===== src/rtl/uart_receiver_sipo.sv =====
// Oversampling UART receiver: start detect, mid-bit sampling, MSB-first shift,
// parity/stop checking, and a one-cycle rx_done strobe per received byte.
module uart_receiver_sipo #(
  parameter int FIFO_WIDTH = 8,
  parameter int OVERSAMPLE = 16,
  parameter int PARITY_ODD = 0
) (
  input  logic                  Rx_clk,
  input  logic                  rst,
  input  logic                  rx,
  output logic [FIFO_WIDTH-1:0] dout,
  output logic                  rx_done,
  output logic                  parity_err,
  output logic                  frame_err,
  output logic                  rx_busy
);

  localparam int TICK_W = $clog2(OVERSAMPLE);
  localparam int BIT_W  = $clog2(FIFO_WIDTH + 1);
  localparam logic [TICK_W-1:0] TICK_MID = TICK_W'(OVERSAMPLE / 2 - 1);
  localparam logic [TICK_W-1:0] TICK_END = TICK_W'(OVERSAMPLE - 1);
  localparam logic [BIT_W-1:0]  BIT_LAST = BIT_W'(FIFO_WIDTH - 1);

  typedef enum logic [2:0] {IDLE, START, DATA, PARITY, STOP} state_t;

  state_t                  state_q, state_d;
  logic                    rx_meta_q, rx_s_q;
  logic [TICK_W-1:0]       tick_q, tick_d;
  logic [BIT_W-1:0]        bitcnt_q, bitcnt_d;
  logic                    armed_q, armed_d;
  logic [FIFO_WIDTH-1:0]   shreg_q, shreg_d;
  logic                    par_bit_q, par_bit_d;
  logic [FIFO_WIDTH-1:0]   dout_q, dout_d;
  logic                    rx_done_q, rx_done_d;
  logic                    parity_err_q, parity_err_d;
  logic                    frame_err_q, frame_err_d;

  function automatic logic calc_parity_err(input logic [FIFO_WIDTH-1:0] data,
                                           input logic par);
    return (^data) ^ par ^ (PARITY_ODD != 0);
  endfunction

  // Synchronizer flops reset to the idle line level so reset never looks like a start bit.
  always_ff @(posedge Rx_clk or posedge rst) begin
    if (rst) begin
      rx_meta_q    <= 1'b1;
      rx_s_q       <= 1'b1;
      state_q      <= IDLE;
      tick_q       <= '0;
      bitcnt_q     <= '0;
      armed_q      <= 1'b1;
      dout_q       <= '0;
      rx_done_q    <= 1'b0;
      parity_err_q <= 1'b0;
      frame_err_q  <= 1'b0;
    end else begin
      rx_meta_q    <= rx;
      rx_s_q       <= rx_meta_q;
      state_q      <= state_d;
      tick_q       <= tick_d;
      bitcnt_q     <= bitcnt_d;
      armed_q      <= armed_d;
      dout_q       <= dout_d;
      rx_done_q    <= rx_done_d;
      parity_err_q <= parity_err_d;
      frame_err_q  <= frame_err_d;
    end
  end

  always_ff @(posedge Rx_clk) begin
    shreg_q   <= shreg_d;
    par_bit_q <= par_bit_d;
  end

  always_comb begin
    state_d      = state_q;
    tick_d       = tick_q + 1'b1;
    bitcnt_d     = bitcnt_q;
    armed_d      = armed_q;
    shreg_d      = shreg_q;
    par_bit_d    = par_bit_q;
    dout_d       = dout_q;
    rx_done_d    = 1'b0;
    parity_err_d = parity_err_q;
    frame_err_d  = frame_err_q;
    unique case (state_q)
      IDLE: begin
        tick_d = '0;
        if (rx_s_q) begin
          armed_d = 1'b1;
        end else if (armed_q) begin
          state_d = START;
        end
      end
      START: begin
        if (tick_q == TICK_MID) begin
          tick_d = '0;
          if (!rx_s_q) begin
            state_d  = DATA;
            bitcnt_d = '0;
          end else begin
            state_d = IDLE;
          end
        end
      end
      DATA: begin
        if (tick_q == TICK_END) begin
          tick_d   = '0;
          shreg_d  = {shreg_q[FIFO_WIDTH-2:0], rx_s_q};
          bitcnt_d = bitcnt_q + 1'b1;
          if (bitcnt_q == BIT_LAST) begin
            state_d = PARITY;
          end
        end
      end
      PARITY: begin
        if (tick_q == TICK_END) begin
          tick_d    = '0;
          par_bit_d = rx_s_q;
          state_d   = STOP;
        end
      end
      STOP: begin
        // A low stop bit disarms start detection until the line has been seen high.
        if (tick_q == TICK_END) begin
          tick_d       = '0;
          dout_d       = shreg_q;
          rx_done_d    = 1'b1;
          parity_err_d = calc_parity_err(shreg_q, par_bit_q);
          frame_err_d  = ~rx_s_q;
          armed_d      = rx_s_q;
          state_d      = IDLE;
        end
      end
      default: state_d = IDLE;
    endcase
  end

  assign dout       = dout_q;
  assign rx_done    = rx_done_q;
  assign parity_err = parity_err_q;
  assign frame_err  = frame_err_q;
  assign rx_busy    = (state_q != IDLE);

endmodule

===== config.mk =====
export PLATFORM = sky130hd
export DESIGN_NAME = uart_receiver_sipo
export DESIGN_NICKNAME = d
export VERILOG_FILES = /design/src/rtl/uart_receiver_sipo.sv
export SDC_FILE = /design/constraint.sdc
export NUM_CORES = 1
export LEC_CHECK = 0
export BUFFER_PORTS_ARGS = -buffer_cell sky130_fd_sc_hd__buf_2
export CORE_MARGIN = 5
export CORE_UTILIZATION = 45
export CTS_CLUSTER_DIAMETER = 80
export DETAILED_ROUTE_END_ITERATION = 16
export SYNTH_ARGS = -nofsm -noshare
export SYNTH_HDL_FRONTEND = slang
export SYNTH_SLANG_ARGS = --single-unit
export TNS_END_PERCENT = 10

===== constraint.sdc =====
create_clock -name Rx_clk -period 5.4 [get_ports Rx_clk]
set_input_delay 0.54 -clock Rx_clk [delete_from_list [all_inputs] [get_ports Rx_clk]]
set_output_delay 0.54 -clock Rx_clk [all_outputs]
set_load 0.05 [all_outputs]

==> results of run 1 <==
[layout make-up]
class	instances	area (um^2)	share of cell area [%]
Multi-Input combinational cell	72	564	32.9
Sequential cell	34	900	52.5
Clock inverter	3	68.8	4.02
Clock buffer	5	37.5	2.19
Tap cell	46	57.6	3.36
Inverter	2	7.51	0.438
Timing Repair Buffer	15	77.6	4.53
[logic make-up (layout without fill, tap and decap cells)]
logic type,count (synthesis),after routing,share of synthesized area [%]
flops,34,34,59.4
mux,11,11,8.84
compound gates,16,16,7.11
simple gates,34,34,13.6
buf+inv,8,25,3.31
fa+ha+maj,2,2,1.65
xor+xnor,9,9,6.12
[cells in the final DEF, fill, tap and decap left out, types with 2 or more instances in the layout]
master and count:
or4b_2 2, clkbuf_4 5, edfxtp_1 9, mux2_2 7
nand3b_1 2, dfstp_2 3, and2_1 2, xor2_1 4
o21ai_0 7, nand2_1 6, nand4_1 3, ha_1 2
nor2_1 7, buf_2 14, bufinv_16 2, mux2_4 3
nor3_1 3, dfrtp_1 22, xnor2_1 4, inv_1 2
[critical path: stages (launching register included)]
cell     delay (ns)
dfrtp_1        0.51
or3_1          0.46
buf_2          0.23
[report_power, final]
part | leakage [nW] | switching (mW) | internal (mW)
sequential | 0.402 | 0.0537 | 0.304
combinational | 0.327 | 0.0704 | 0.0820
clock | 0.0554 | 0.0877 | 0.145
total | 0.784 | 0.212 | 0.531
[state kept, by name (all words and copies together) (netlist names)]
name and count:
bitcnt_q 4, state_q 3, rx_meta_q 1, shreg_q 8
frame_err 1, dout 8, rx_done 1, par_bit_q 1
parity_err 1, rx_s_q 1, armed_q 1, tick_q 4
[worst paths after layout]
| check | slack (ns) | cells after the start | startpoint | endpoint |
|---|---|---|---|---|
| setup / recovery | 3.31 | 2 | state_q[1]$_DFFE_PP0P_ | rx_busy |
| hold / removal | 0.29 | 1 | rx | rx_meta_q$_DFF_PP1_ |
| setup reg to reg | 3.50 | 4 | tick_q[0]$_DFF_PP0_ | dout[4]$_DFFE_PP0P_ |
| hold reg to reg | 0.36 | 0 | rx_meta_q$_DFF_PP1_ | rx_s_q$_DFF_PP1_ |
| max in group asynchronous | 4.43 | 2 | rst | tick_q[1]$_DFF_PP0_ |
| min in group asynchronous | 0.39 | 2 | rst | dout[5]$_DFFE_PP0P_ |
[metal layers]
metal  share of wire, %  wire length [um]
met4                2.0                49
met3                5.0               121
met2                 49              1200
met5                  0                 0
met1                 44              1060
[through the flow]
stage	instances	area, um^2	setup slack [ns]	util (%)
4_1_cts	177	1710	3.29	52.2
5_1_grt	177	1710	3.20	52.2
3_3_place_gp	169	1610	3.55	48.9
3_5_place_dp	169	1610	3.51	48.9
6_report	177	1710	3.31	52.2
2_1_floorplan	114	1510	3.41	-
==> metrics, run 1 <==
status completed; Fmax achieved 478 MHz; power density cells 434 nW/um^2; post-route setup TNS 0 ns; Max Slew Vio Count 0; CTS tree yes; met2 global-route usage 20.7%; core area 3280 um^2; Syn-to-layout area delta 13.1%; number of antenna violations at the first check in global routing 0; vias 905; average size of a mapped cell 13.3 um^2; port bufs 14; post-synthesis cell count 114; Fin. Hold Viols 0; Final min period 2.09 ns; relative slew slack 37.0%; met1 Usage GRT 15.0%; Yosys top cell area share 36.4%; clk slew on worst S/H paths 0.10 ns; Leak 0.784 nW; Tot Pwr 0.743 mW; final net count 135; vias in the first global route 912; clk root buf clkbuf_4; CTS Sinks 34; antenna cells 0; initial core utilization 46.1%; clock skew 0.00819 ns; Worst VDD drop 0.000201 V; post-CTS setup buffer count 0; H-tree depth 2; cell with the most instances after synthesis dfrtp_1; Total Die Area 4620 um^2; die boundary height 68 um; clk buf depth 2; layout cell share with drive strength beyond 1 33.6%; max_cap viols 0; post-synthesis sequential area ratio 59.4%; chip width 68 um; post-synthesis cell area 1510 um^2; WP data arrival 1.55 ns; num ports 15; grt ovf 0; RSZ-0062 raised after global routing false; first-pass GRT wire length 4250 um; Clock Latency Late Sink 0.34 ns; via/cell ratio 5.11; #FFs+latches synth 34; Setup CP Type flip-flop to output pin; largest area contributor in the netlist dfrtp_1; Worst Hold Class primary input to flip-flop; HPWL Detailed 1710 um; synth cell count leaders 22 x dfrtp_1, 9 x edfxtp_1, 7 x mux2_2, 7 x nor2_1, 7 x o21ai_0; crit share post-route 38.7%; fill count 291; commonest register cell after synthesis dfrtp_1; Critical Path End Type output pin; WP data required 4.86 ns; # DRC 0; Iter 0 DRT Violations 48; remaining antenna violation count after routing 0; CTS Hold Bufs 0; pin count of the biggest net entering global routing 26; Netlist cell types 41; # setup viols final 0; Routed WL per cell 13.8 um; Setup crit start kind flip-flop; Final GP Congestion 0.724; GRT Max-Usage Layer met2; top cells by area, synth dfrtp_1 36%, edfxtp_1 18%, dfstp_2 5.2%; met3 usage 5.75%; Synth async-reset ratio 73.5%; synth warn 0; FP Rows 21; crit-path max FO 13; TritonCTS buffer count 5; hold_ws 0.286 ns; aggregate global-route resource usage 13.0%; DRT Wirelength 2440 um; Detailed Routing Iterations Pass 1 4; Post-synth EDFFs 9; worst slew pin tran 0.944 ns; post-cts resize count 0; Syn Nets 119
Power figures use the tool's default switching activity.
==> inputs of run 2 (changes only) <==
- PLACE_DENSITY: not set -> 0.66
- clock period: 5.4 -> 1.7 ns (I/O delays scaled with it)
==> run 2 against run 1 <==
Against the previous run: design area grew 8.3%; clock power is 78% higher; the flow now finishes with violations (setup timing); die area stayed put; worst setup slack worse by 3.3 ns; sequential cell count unchanged; critical endpoint is now bitcnt_q[0]$_DFFE_PP0P_; count of clock-buffer cells in the layout is the same.
==> metrics, run 2 (synthesis gave the netlist of run 1 again) <==
status complete, but fails checks (was completed); failing checks setup timing; crit share post-route 101%; post-route setup TNS -0.0203 ns (was 0 ns); initial core utilization 46.1% (unchanged); Worst Hold Class flip-flop to flip-flop (was primary input to flip-flop); met1 Usage GRT 15.8% (was 15.0%); vias 982 (was 905); num ports 15 (unchanged); Syn-to-layout area delta 22.5% (was 13.1%); layout cell share with drive strength beyond 1 44.7% (was 33.6%); Setup CP Type flip-flop to flip-flop (was flip-flop to output pin); remaining antenna violation count after routing 0 (unchanged); final worst setup slack -0.0203 ns (was 3.31 ns); grt ovf 0 (unchanged); Final min period 1.72 ns; Max Slew Vio Count 0 (unchanged); final instance area 1850 um^2 (was 1710 um^2); placed instance area 1730 um^2 (was 1610 um^2); chip width 68 um (unchanged); Total Die Area 4620 um^2 (unchanged); FP Rows 21 (unchanged); antenna cells 0 (unchanged); met2 global-route usage 21.5% (was 20.7%); Worst VDD drop 0.000933 V (was 0.000201 V); clk root buf clkbuf_4 (unchanged); WP data required 1.92 ns (was 4.86 ns); # DRC 0 (unchanged); via/cell ratio 4.96 (was 5.11); number of antenna violations at the first check in global routing 0 (unchanged); crit-path max FO 5 (was 13); Routed WL per cell 12.9 um (was 13.8 um); WP data arrival 1.94 ns (was 1.55 ns); Iter 0 DRT Violations 48 (unchanged); clock skew 0.00442 ns (was 0.00819 ns); Critical Path End Type flip-flop (was output pin); power density cells 1260 nW/um^2 (was 434 nW/um^2); relative slew slack 78.4% (was 37.0%); max_cap viols 0 (unchanged); RSZ-0062 raised after global routing true (was false); HPWL Detailed 1900 um (was 1710 um); Final GP Congestion 0.820 (was 0.724); Leak 0.863 nW (was 0.784 nW); # setup viols final 1 (was 0); hold_ws 0.367 ns (was 0.286 ns); first-pass GRT wire length 4450 um (was 4250 um); aggregate global-route resource usage 13.2% (was 13.0%); Clock Latency Late Sink 0.33 ns (was 0.34 ns); worst slew pin tran 0.324 ns (was 0.944 ns); Detailed Routing Iterations Pass 1 4 (unchanged); Fmax achieved 581 MHz; final net count 156 (was 135); port bufs 14 (unchanged); die boundary height 68 um (unchanged); CTS tree yes (unchanged); GRT Max-Usage Layer met2 (unchanged); vias in the first global route 1008 (was 912); DRT Wirelength 2560 um (was 2440 um); CTS Sinks 34 (unchanged); Setup crit start kind flip-flop (unchanged); met3 usage 4.93% (was 5.75%); Fin. Hold Viols 0 (unchanged); H-tree depth 2 (unchanged); TritonCTS buffer count 5 (unchanged); most frequent cells in the layout 20 x dfrtp_1, 20 x buf_4, 13 x buf_2, 9 x edfxtp_1 (was 22 x dfrtp_1, 14 x buf_2, 9 x edfxtp_1); clk buf depth 2 (unchanged); core area 3280 um^2 (unchanged); pin count of the biggest net entering global routing 26 (unchanged); clk slew on worst S/H paths 0.10 ns (about the same)
## run 2: cell count changes in the layout (fill, tap and decap cells not counted), sizes merged
| cell | before | now |
|---|---|---|
| clkinv | 1 | 2 |
| clkinvlp | 0 | 1 |
| buf | 15 | 34 |
| bufinv | 2 | 0 |
| dlygate4sd3 | 0 | 2 |
## run 2: critical path: stages, from the launching register on
cell     delay (ns)
dfrtp_1        0.43
or4b_2         0.68
a21o_1         0.24
mux2_2         0.27
## run 2: layout make-up
| cell class | instances | area, um^2 |
|---|---|---|
| Clock buffer | 5 | 37.5 |
| Clock inverter | 3 | 16.3 |
| Fill cell | 264 | 1430 |
| Inverter | 2 | 7.51 |
| Multi-Input combinational cell | 72 | 587 |
| Sequential cell | 34 | 902 |
| Tap cell | 46 | 57.6 |
| Timing Repair Buffer | 36 | 246 |
## run 2: final timing paths
kind,slack (ns),cells past startpoint,end,from
worst max-delay path,-0.02,3,bitcnt_q[0]$_DFFE_PP0P_,state_q[1]$_DFFE_PP0P_
worst min-delay path,0.37,0,rx_s_q$_DFF_PP1_,rx_meta_q$_DFF_PP1_
worst max register to register,-0.02,3,bitcnt_q[0]$_DFFE_PP0P_,state_q[1]$_DFFE_PP0P_
worst min register to register,0.37,0,rx_s_q$_DFF_PP1_,rx_meta_q$_DFF_PP1_
max in group asynchronous,0.98,4,rx_s_q$_DFF_PP1_,rst
min in group asynchronous,0.42,4,dout[5]$_DFFE_PP0P_,rst
## run 2: metrics by stage
stage | utilization [%] | power (mW) | cells | worst slack (ns)
2_1_floorplan | - | 1.55 | 114 | -0.184
3_3_place_gp | 52.7 | 1.82 | 185 | -0.0531
3_5_place_dp | 52.7 | 1.85 | 185 | -0.0722
4_1_cts | 56.2 | 2.34 | 198 | 0.0000608
5_1_grt | 56.5 | 2.50 | 198 | -0.0477
6_report | 56.5 | 2.33 | 198 | -0.0203
## run 2: report_power, final
group	internal, mW	leakage, nW	switching [mW]
Clock	0.153	0.0286	0.260
Sequential	0.972	0.400	0.120
Combinational	0.480	0.435	0.344
Total	1.61	0.863	0.724
## run 2: per-layer routing
| metal | up-vias | share of wire (%) |
|---|---|---|
| met5 | - | 0 |
| met4 | 0 | 1.7 |
| met3 | 7 | 4.3 |
| met2 | 14 | 49 |
| met1 | 479 | 45 |
| li1 | 482 | - |
## run 2: timing repair
| item | 4_1_cts | 5_1_grt |
|---|---|---|
| hold buffers | 2 | 0 |
| cloned | 0 | 0 |
| setup buffers | 3 | 0 |
| pin swaps | 3 | 5 |
| endpoints found under the setup margin | 11 | 13 |
| hold endpoints to repair | 23 | 0 |
| gates resized for setup | 8 | 6 |
==> inputs of run 3 (changes only) <==
- CORE_ASPECT_RATIO: not set -> 1.2
- PLACE_DENSITY: 0.66 -> not set
- clock period: 1.7 -> 2 ns (I/O delays scaled with it)
==> run 3 against run 2 <==
Against the previous run: the run now ends clean; via count decreased by 5.6%; non-clock buffer count is 14 lower; first-iteration DRC count down 27%; worst setup slack improved by 0.13 ns; largest cell class unchanged; count of clock-buffer cells in the layout is 1 higher; design area is 5.7% lower; total power down 17%; final cell count is 12% lower; sequential power fell by 13%.
==> metrics, run 3 (synthesis gave the netlist of run 1 again) <==
status completed (was complete, but fails checks); Worst Setup EP dout[3]$_DFFE_PP0P_ (was bitcnt_q[0]$_DFFE_PP0P_); post-cts resize count 0 (was 8); HPWL Detailed 1790 um (was 1900 um); Detailed Routing Iterations Pass 1 3 (was 4); Total Die Area 4630 um^2 (was 4620 um^2); Setup crit start kind flip-flop (unchanged); CTS Sinks 34 (unchanged); Routed WL per cell 14.4 um (was 12.9 um); worst slew pin tran 0.322 ns (was 0.324 ns); GRT Max-Usage Layer met2 (unchanged); layout cell share with drive strength beyond 1 35.5% (was 44.7%); Max Slew Vio Count 0 (unchanged); Register Area 900 um^2 (was 902 um^2); power density cells 1110 nW/um^2 (was 1260 nW/um^2); max incr delay on CP 0.66 ns (was 0.68 ns); Leak 0.809 nW (was 0.863 nW); Fmax achieved 528 MHz (was 581 MHz); Setup CP Type flip-flop to flip-flop (unchanged); port bufs 14 (unchanged); # setup viols final 0 (was 1); CP bufs+invs 0 (unchanged); vias 927 (was 982); first-pass GRT wire length 4610 um (was 4450 um); # DRC 0 (unchanged); H-tree depth 2 (unchanged); crit-path max FO 15 (was 5); clk root buf clkbuf_8 (was clkbuf_4); antenna cells 0 (unchanged); fill count 304 (was 264); chip width 63.0 um (was 68 um); Post-Place Cells 165 (was 185); core area 3280 um^2 (about the same); Clock Latency Late Sink 0.29 ns (was 0.33 ns); cell depth of the worst setup path 4 (was 3); aggregate global-route resource usage 13.0% (was 13.2%); Worst Hold Class flip-flop to flip-flop (unchanged); Syn-to-layout area delta 15.5% (was 22.5%); most frequent cells in the layout 22 x dfrtp_1, 14 x buf_2, 9 x edfxtp_1 (was 20 x dfrtp_1, 20 x buf_4, 13 x buf_2, 9 x edfxtp_1); CTS tree yes (unchanged); Fin. Hold Viols 0 (unchanged); Iter 0 DRT Violations 35 (was 48); WP data required 2.18 ns (was 1.92 ns); CTS Hold Bufs 2 (unchanged); DRT Wirelength 2520 um (was 2560 um); clk slew on worst S/H paths 0.07 ns (was 0.10 ns); post-CTS setup buffer count 0 (was 3); number of antenna violations at the first check in global routing 0 (unchanged); post-route setup TNS 0 ns (was -0.0203 ns); initial core utilization 46.1% (about the same); multi-input logic area 564 um^2 (was 587 um^2); FP Rows 23 (was 21); met1 Usage GRT 14.2% (was 15.8%); num ports 15 (unchanged); commonest non-fill, non-tap cell in the layout dfrtp_1; final worst setup slack 0.107 ns (was -0.0203 ns); grt ovf 0 (unchanged); FF-to-FF End dout[3]$_DFFE_PP0P_ (was bitcnt_q[0]$_DFFE_PP0P_); met2 global-route usage 21.9% (was 21.5%); CP startpoint tick_q[0]$_DFF_PP0_ (was state_q[1]$_DFFE_PP0P_); reg2reg start tick_q[0]$_DFF_PP0_ (was state_q[1]$_DFFE_PP0P_); Top delay family on crit path simple AND/OR/NAND/NOR gates (unchanged); die boundary height 73.5 um (was 68 um); TritonCTS buffer count 5 (unchanged); Critical Path End Type flip-flop (unchanged); via/cell ratio 5.30 (was 4.96); critical path, cell by cell ha_1 > nand3_2 > or4b_4 > mux2_4 (was or4b_2 > a21o_1 > mux2_2); vias in the first global route 983 (was 1008); met3 usage 4.74% (was 4.93%); Place WS 0.103 ns (was -0.0722 ns); final net count 142 (was 156); hold path cells 0 (unchanged); pin count of the biggest net entering global routing 26 (unchanged); crit share post-route 94.6% (was 101%); worst-case reg-to-reg path depth 4 (was 3); setup slack, reg-to-reg 0.11 ns (was -0.02 ns); clk buf depth 2 (unchanged); Final GP Congestion 0.753 (was 0.820); WP data arrival 2.07 ns (was 1.94 ns); Worst VDD drop 0.000711 V (was 0.000933 V); Final Non-Filler Cells 175 (was 198); Final min period 1.89 ns (was 1.72 ns); relative slew slack 78.6% (was 78.4%); CP max-delay cell or4b_4 (was or4b_2); remaining antenna violation count after routing 0 (unchanged); clock skew 0.00645 ns (was 0.00442 ns); max_cap viols 0 (unchanged); RSZ-0062 raised after global routing false (was true)
-- run 3: cell types whose count changed in the layout (fill, tap and decap cells not counted), moves of 2 or more --
cell      previous run  this run
buf_4               20         6
clkbuf_4             5         0
clkbuf_8             0         6
dfrtp_1             20        22
dfrtp_2              2         0
o21ai_0              2         7
o21ai_1              4         0
-- run 3: routing by layer --
| layer | share of wire (%) | vias up |
|---|---|---|
| met5 | 0 | - |
| met4 | 2.4 | 0 |
| met3 | 3.4 | 5 |
| met2 | 53 | 10 |
| met1 | 41 | 458 |
| li1 | - | 454 |
-- run 3: worst reg2reg max path, cell delays in order, from the launching register on --
cell     delay (ns)
dfrtp_1        0.37
ha_1           0.27
nand3_2        0.14
or4b_4         0.66
mux2_4         0.34
-- run 3: power by group --
| group | leakage [nW] | internal (mW) | switching [mW] |
|---|---|---|---|
| Sequential | 0.402 | 0.823 | 0.128 |
| Clock | 0.0472 | 0.276 | 0.248 |
| Combinational | 0.360 | 0.249 | 0.218 |
-- run 3: per-stage QoR --
step	cell area, um^2	hold slack, ns	utilization, %	power (mW)
5_1_grt	1750	0.364	53.3	2.08
3_3_place_gp	1630	0.259	49.8	1.42
3_5_place_dp	1630	0.282	49.8	1.43
2_1_floorplan	1510	0.204	-	1.31
6_report	1750	0.356	53.3	1.94
4_1_cts	1750	0.358	53.3	1.97
-- run 3: final cells by class --
| type | instances | area share [%] |
|---|---|---|
| clock inverter | 2 | 0.716 |
| inverter | 2 | 0.429 |
| multi-input combinational | 72 | 32.3 |
| timing repair buffer | 22 | 7.73 |
| tap | 37 | 2.65 |
| sequential | 34 | 51.5 |
| clock buffer | 6 | 4.72 |
-- run 3: worst min-delay path by stage --
stage / slack [ns] / startpoint / end
after CTS: 0.36 / rx_meta_q$_DFF_PP1_ / rx_s_q$_DFF_PP1_
final: 0.36 / rx_meta_q$_DFF_PP1_ / rx_s_q$_DFF_PP1_
after detailed placement: 0.28 / rst / bitcnt_q[1]$_DFFE_PP0P_
after floorplan: 0.20 / rx / rx_meta_q$_DFF_PP1_
after global placement: 0.26 / rst / bitcnt_q[0]$_DFFE_PP0P_
after global routing: 0.36 / rx_meta_q$_DFF_PP1_ / rx_s_q$_DFF_PP1_
